==> src/rtl/uart_rx_packer.sv <==
// rtl/uart_rx_packer.sv - 8N1 UART receiver that packs bytes into DATA_W-bit RX FIFO words
module uart_rx_packer #(
  parameter int CLKS_PER_BIT      = 434,
  parameter int DATA_W            = 24,
  parameter int IDLE_TIMEOUT_BITS = 4
) (
  input  logic                            clk,
  input  logic                            rst,
  input  logic                            rx_in,
  output logic [DATA_W-1:0]               rx_data,
  output logic [$clog2(DATA_W/8+1)-1:0]   rx_nbytes,
  output logic                            rx_wren,
  input  logic                            rx_full,
  output logic                            framing_err,
  output logic                            overrun,
  input  logic                            clr_err,
  output logic                            busy
);

  localparam int BYTES   = DATA_W / 8;
  localparam int NB_W    = $clog2(BYTES + 1);
  localparam int CNT_W   = $clog2(CLKS_PER_BIT);
  localparam int TIMEOUT = IDLE_TIMEOUT_BITS * CLKS_PER_BIT;
  localparam int IDLE_W  = $clog2(TIMEOUT + 1);

  localparam logic [CNT_W-1:0]  HALF_LAST   = CNT_W'(CLKS_PER_BIT / 2 - 1);
  localparam logic [CNT_W-1:0]  BIT_LAST    = CNT_W'(CLKS_PER_BIT - 1);
  localparam logic [NB_W-1:0]   FULL_CNT    = NB_W'(BYTES);
  localparam logic [IDLE_W-1:0] TIMEOUT_CNT = IDLE_W'(TIMEOUT);

  typedef enum logic [2:0] {
    S_IDLE,
    S_START,
    S_DATA,
    S_STOP,
    S_BREAK
  } state_e;

  logic              rx_s1_q;
  logic              rxs_q;
  state_e            state_q;
  logic [CNT_W-1:0]  clk_cnt_q;
  logic [2:0]        bit_cnt_q;
  logic [7:0]        shift_q;
  logic              framing_err_q;

  logic [DATA_W-1:0] asm_data_q, asm_data_d;
  logic [NB_W-1:0]   asm_cnt_q, asm_cnt_d;
  logic [DATA_W-1:0] hold_data_q, hold_data_d;
  logic [NB_W-1:0]   hold_nbytes_q, hold_nbytes_d;
  logic              hold_valid_q, hold_valid_d;
  logic [IDLE_W-1:0] idle_cnt_q, idle_cnt_d;
  logic              overrun_q, overrun_d;

  logic commit, start_det, asm_full, asm_nonempty, pop, drop, flush_due, move;

  // Preset to the idle line level so reset never looks like a start bit
  always_ff @(posedge clk or negedge rst) begin
    if (!rst) begin
      rx_s1_q <= 1'b1;
      rxs_q   <= 1'b1;
    end else begin
      rx_s1_q <= rx_in;
      rxs_q   <= rx_s1_q;
    end
  end

  always_ff @(posedge clk or negedge rst) begin
    if (!rst) begin
      state_q       <= S_IDLE;
      clk_cnt_q     <= '0;
      bit_cnt_q     <= '0;
      shift_q       <= '0;
      framing_err_q <= 1'b0;
    end else begin
      framing_err_q <= 1'b0;
      case (state_q)
        S_IDLE: begin
          if (!rxs_q) begin
            state_q   <= S_START;
            clk_cnt_q <= '0;
            bit_cnt_q <= '0;
          end
        end
        S_START: begin
          if (clk_cnt_q == HALF_LAST) begin
            clk_cnt_q <= '0;
            state_q   <= rxs_q ? S_IDLE : S_DATA;
          end else begin
            clk_cnt_q <= clk_cnt_q + CNT_W'(1);
          end
        end
        S_DATA: begin
          if (clk_cnt_q == BIT_LAST) begin
            clk_cnt_q <= '0;
            shift_q   <= {rxs_q, shift_q[7:1]};
            bit_cnt_q <= bit_cnt_q + 3'd1;
            if (bit_cnt_q == 3'd7) state_q <= S_STOP;
          end else begin
            clk_cnt_q <= clk_cnt_q + CNT_W'(1);
          end
        end
        S_STOP: begin
          if (clk_cnt_q == BIT_LAST) begin
            clk_cnt_q <= '0;
            if (rxs_q) begin
              state_q <= S_IDLE;
            end else begin
              framing_err_q <= 1'b1;
              state_q       <= S_BREAK;
            end
          end else begin
            clk_cnt_q <= clk_cnt_q + CNT_W'(1);
          end
        end
        S_BREAK: begin
          if (rxs_q) state_q <= S_IDLE;
        end
        default: state_q <= S_IDLE;
      endcase
    end
  end

  assign commit       = (state_q == S_STOP) && (clk_cnt_q == BIT_LAST) && rxs_q;
  assign start_det    = (state_q == S_IDLE) && !rxs_q;
  assign asm_full     = (asm_cnt_q == FULL_CNT);
  assign asm_nonempty = (asm_cnt_q != '0);
  assign pop          = hold_valid_q && !rx_full;
  assign drop         = commit && asm_full && hold_valid_q;
  assign flush_due    = asm_nonempty && (asm_full || (idle_cnt_q == TIMEOUT_CNT));
  // Holding must already be empty; a word popped this cycle frees it for the next
  assign move         = flush_due && !hold_valid_q;

  always_comb begin
    asm_data_d    = asm_data_q;
    asm_cnt_d     = asm_cnt_q;
    hold_data_d   = hold_data_q;
    hold_nbytes_d = hold_nbytes_q;
    hold_valid_d  = hold_valid_q;
    idle_cnt_d    = idle_cnt_q;
    overrun_d     = (overrun_q && !clr_err) || drop;

    if (pop) begin
      hold_valid_d  = 1'b0;
      hold_data_d   = '0;
      hold_nbytes_d = '0;
    end
    if (move) begin
      hold_valid_d  = 1'b1;
      hold_data_d   = asm_data_q;
      hold_nbytes_d = asm_cnt_q;
      asm_data_d    = '0;
      asm_cnt_d     = '0;
    end
    if (commit && !drop) begin
      for (int i = 0; i < BYTES; i++) begin
        if (asm_cnt_d == NB_W'(i)) asm_data_d[i*8 +: 8] = shift_q;
      end
      asm_cnt_d = asm_cnt_d + NB_W'(1);
    end

    if (commit || start_det || !asm_nonempty || move) begin
      idle_cnt_d = '0;
    end else if ((state_q == S_IDLE) && (idle_cnt_q != TIMEOUT_CNT)) begin
      idle_cnt_d = idle_cnt_q + IDLE_W'(1);
    end
  end

  always_ff @(posedge clk or negedge rst) begin
    if (!rst) begin
      asm_data_q    <= '0;
      asm_cnt_q     <= '0;
      hold_data_q   <= '0;
      hold_nbytes_q <= '0;
      hold_valid_q  <= 1'b0;
      idle_cnt_q    <= '0;
      overrun_q     <= 1'b0;
    end else begin
      asm_data_q    <= asm_data_d;
      asm_cnt_q     <= asm_cnt_d;
      hold_data_q   <= hold_data_d;
      hold_nbytes_q <= hold_nbytes_d;
      hold_valid_q  <= hold_valid_d;
      idle_cnt_q    <= idle_cnt_d;
      overrun_q     <= overrun_d;
    end
  end

  assign rx_wren     = pop;
  assign rx_data     = hold_data_q;
  assign rx_nbytes   = hold_nbytes_q;
  assign framing_err = framing_err_q;
  assign overrun     = overrun_q;
  assign busy        = (state_q != S_IDLE) || asm_nonempty || hold_valid_q;

endmodule

==> config.mk <==
export PLATFORM = sky130hd
export DESIGN_NAME = uart_rx_packer
export DESIGN_NICKNAME = d
export VERILOG_FILES = /design/src/rtl/uart_rx_packer.sv
export SDC_FILE = /design/constraint.sdc
export NUM_CORES = 1
export LEC_CHECK = 0
export CAP_MARGIN = 40
export CORE_UTILIZATION = 58
export CTS_CLUSTER_SIZE = 24
export DETAILED_ROUTE_END_ITERATION = 10
export GPL_TIMING_DRIVEN = 0
export PLACE_DENSITY = 0.79
export SLEW_MARGIN = 20
export SYNTH_ARGS = -nofsm -noshare
export SYNTH_HDL_FRONTEND = slang
export SYNTH_SLANG_ARGS = --single-unit
==> constraint.sdc <==
create_clock -name clk -period 2.6 [get_ports clk]
set_clock_uncertainty 0.1 [all_clocks]
set_input_delay 0.65 -clock clk [delete_from_list [all_inputs] [get_ports clk]]
set_output_delay 0.65 -clock clk [all_outputs]
set_load 0.1 [all_outputs]
==> reports/results.tsv <==
stage	metric	value	unit
run_status	status	finished clean	
logic_synthesis	top-count cell post-synth	dfrtp_1	
power	P_int	0.002006	W
worst_setup_path	critical path startpoint category	register	
logic_synthesis	Main synth FF type	dfrtp_1	
worst_setup_path	critical path peak fanout	6	
logic_synthesis	Commonest cells post-synth	dfrtp_1 (89), inv_1 (52), nand2_1 (43), mux2i_1 (37), nand4_1 (21)	
global_routing	GRT overflow	0	
die	area of the core	7331	um^2
logic_synthesis	Mapped Nets	431	
power	combinational power share	1.6	%
sta	final max-slew violation count	0	
clock_tree	clk_lat worst skew	0.37	ns
logic_synthesis	cell area after synthesis	4432	um^2
power	PD cells	459.6	nW/um^2
worst_setup_path	Worst EP required	1.85	ns
final_layout	register area	2280	um^2
clock_tree	total CTS buffers	9	
detailed_routing	Initial DRT Pass Iterations	4	
worst_setup_path	slowest stage delay, CP	0.45	ns
logic_synthesis	#FFs+latches synth	91	
clock_tree	clock sink count	91	
final_layout	# nets final	499	
final_layout	area of the multi-input gates	1823	um^2
power	clock share of power	43.4	%
sta	Fin. Hold Viols	0	
global_routing	initial antenna violation count	0	
die	Die Wd	89.41	um
hold_path	worst hold path type	in -> async	
logic_synthesis	post-synthesis sequential area ratio	51.44	%
final_layout	share of layout cells above drive strength 1	17.14	%
clock_tree	TritonCTS clock tree	yes	
placed_design	Placed Cells	581	
power	Pleak	2.317	nW
placed_design	# port buffers	34	
logic_synthesis	main area contributors after synthesis	dfrtp_1 (50%), mux2i_1 (8.4%), inv_1 (4.4%)	
power	switch share	22.09	%
die	chip height	89.41	um
detailed_routing	DRT antenna net count	0	
power	Net Sw Power	0.0005690	W
final_layout	utilization after layout	76.45	%
clock_tree	hold_buf cts	0	
detailed_routing	total number of vias	3393	
die	Initial Util	60.45	%
sta	Slew headroom	44.19	%
clock_tree	H-Tree Depth	3	
placed_design	HPWL after DPL	6901	um
job	max cap viols	0	
final_layout	fillers	480	
power	Flop pwr share	55.0	%
worst_setup_path	crit-path cells	or3_4, or4_4, buf_12	
logic_synthesis	Post-synth EDFFs	0	
final_layout	Non-Filler Instances	589	
detailed_routing	first-iteration detailed-routing DRC count	211	
final_layout	Area Overhead vs Synth	26.45	%
worst_setup_path	CP top delay family	simple AND/OR/NAND/NOR gates	
detailed_routing	DR vias/cell	5.761	
detailed_routing	DR WL/cell	16.83	um
power	VDD IR max	0.0002986	V
detailed_routing	DRC viols	0	
sta	Tmin final	2.552	ns
global_routing	vias in the first global route	3441	
power	Pwr Total	0.002575	W
sta	RSZ-0062 raised after global routing	false	
logic_synthesis	synth unique cells	56	
sta	fmax	391.8	MHz
worst_setup_path	Buf/Inv on CP	1	
logic_synthesis	Mapped Cells	417	
die	row count	31	
die	Top Ports	35	
global_routing	pin count of the biggest net entering global routing	51	
worst_setup_path	Setup crit end kind	output pin	
sta	Slew @ Worst Pin	0.8302	ns
global_routing	global-route wire length before repair	16380	um
sta	setup tns final	0	ns
detailed_routing	WL final	9914	um
sta	final period utilization	98.17	%
worst_setup_path	Setup Crit Path Kind	reg -> out	
die	Die Area	7994	um^2
clock_tree	Reg clk slew, reported paths	0.10	ns
logic_synthesis	Async S/R FF share, synth	100.0	%
logic_synthesis	synth warn	0	
logic_synthesis	top cell type's share of synthesized area	50.25	%
placed_design	GP Congestion	0.8642	
global_routing	GRT Overall Usage	27.48	%
final_layout	Diodes inserted	0	
worst_setup_path	critical path arrival	1.80	ns
logic_synthesis	post-synth top area cell	dfrtp_1	
clock_tree	CTS root buf	clkbuf_8	
worst_setup_path	CP max stage cell	or4_4	
clock_tree	CTS max path bufs	2	
sta	# setup viols final	0	
logic_synthesis	Avg Inst Size Synth	10.63	um^2
cell usage in the layout, fill, tap and decap left out, types with 3 or more instances in the layout:
master / n
mux2i_1: 37
ha_1: 8
a31oi_1: 5
o21ai_0: 6
a21oi_1: 7
buf_6: 4
nor2_1: 6
nand2_1: 43
inv_6: 3
clkbuf_1: 4
nor4_1: 4
nand4_1: 21
o31ai_1: 16
nor3_1: 14
o211ai_1: 3
xor2_1: 3
clkbuf_8: 11
buf_2: 9
buf_8: 28
buf_4: 4
clkdlybuf4s50_1: 31
o32ai_1: 8
dfrtp_1: 89
inv_1: 52
xnor2_1: 12
nand3_1: 8
worst paths after layout:
check | end | slack [ns] | depth (start not counted) | start
max | busy | 0.05 | 3 | state_q[0]
min | asm_data_q[20] | 0.17 | 1 | rst
max reg2reg | asm_data_q[22] | 0.14 | 9 | idle_cnt_q[1]
min reg2reg | rxs_q | 0.26 | 0 | rx_s1_q
max in group asynchronous | rx_data[1] | 1.61 | 2 | rst
min in group clk | rxs_q | 0.26 | 0 | rx_s1_q
repair_timing:
| action | CTS | global route |
|---|---|---|
| resized for setup | 12 | 1 |
| setup buffers | 1 | 0 |
| endpoints found under the setup margin | 18 | 17 |
| pin swaps | 0 | 1 |
state kept, by name, summed over array words and instances, names as in the netlist:
register      flops
asm_cnt_q         2
asm_data_q       24
bit_cnt_q         3
clk_cnt_q         9
framing_err       1
hold_valid_q      1
idle_cnt_q       11
overrun           1
rx_data          24
rx_nbytes         2
rx_s1_q           1
rxs_q             1
shift_q           8
state_q           3
per-stage QoR:
stage               setup slack (ns)  cell area (um^2)  hold slack [ns]
floorplan                    0.09612              4432           0.2452
global placement              -2.430              4896           0.2463
detailed placement           -0.9777              5371           0.2482
CTS                          0.02661              5607           0.1832
global route                 0.01114              5604           0.1946
finish                       0.04755              5604           0.1674
layout make-up:
cell class,count,area share (%)
Multi-Input combinational cell,246,32.53
Buffer,21,2.456
Inverter,52,3.483
Clock buffer,10,2.456
Sequential cell,91,40.68
Tap cell,99,2.210
Clock inverter,6,1.674
Timing Repair Buffer,64,14.51
logic make-up (layout without fill, tap and decap cells):
logic type / after synthesis / count (layout) / synth area share (%)
and+or+nand+nor: 121 / 121 / 15.53
DFF: 91 / 91 / 51.44
buffers and inverters: 80 / 153 / 7.877
AOI/OAI and AO/OA: 63 / 63 / 11.04
muxes: 38 / 38 / 8.611
xor gates and xnor gates: 15 / 15 / 2.965
adders and majority gates: 9 / 9 / 2.541
power by group through the flow:
stage	Clock, W	Combinational (W)	Sequential (W)
6_report	0.00112	0.0000416	0.00142
5_1_grt	0.00118	0.0000483	0.00142
2_1_floorplan	0	0.00000354	0.00145
4_1_cts	0.00112	0.0000439	0.00142
3_5_place_dp	0	0.0000432	0.00145
3_3_place_gp	0	0.0000380	0.00145
metal layers:
metal	up-vias	track usage, %	routed length [um]
met5	-	0	0
met4	0	11.26	246
met3	23	5.817	439
met2	105	48.16	5105
met1	1667	33.05	4122
li1	1598	-	-
(Power assumes the default switching activity.)
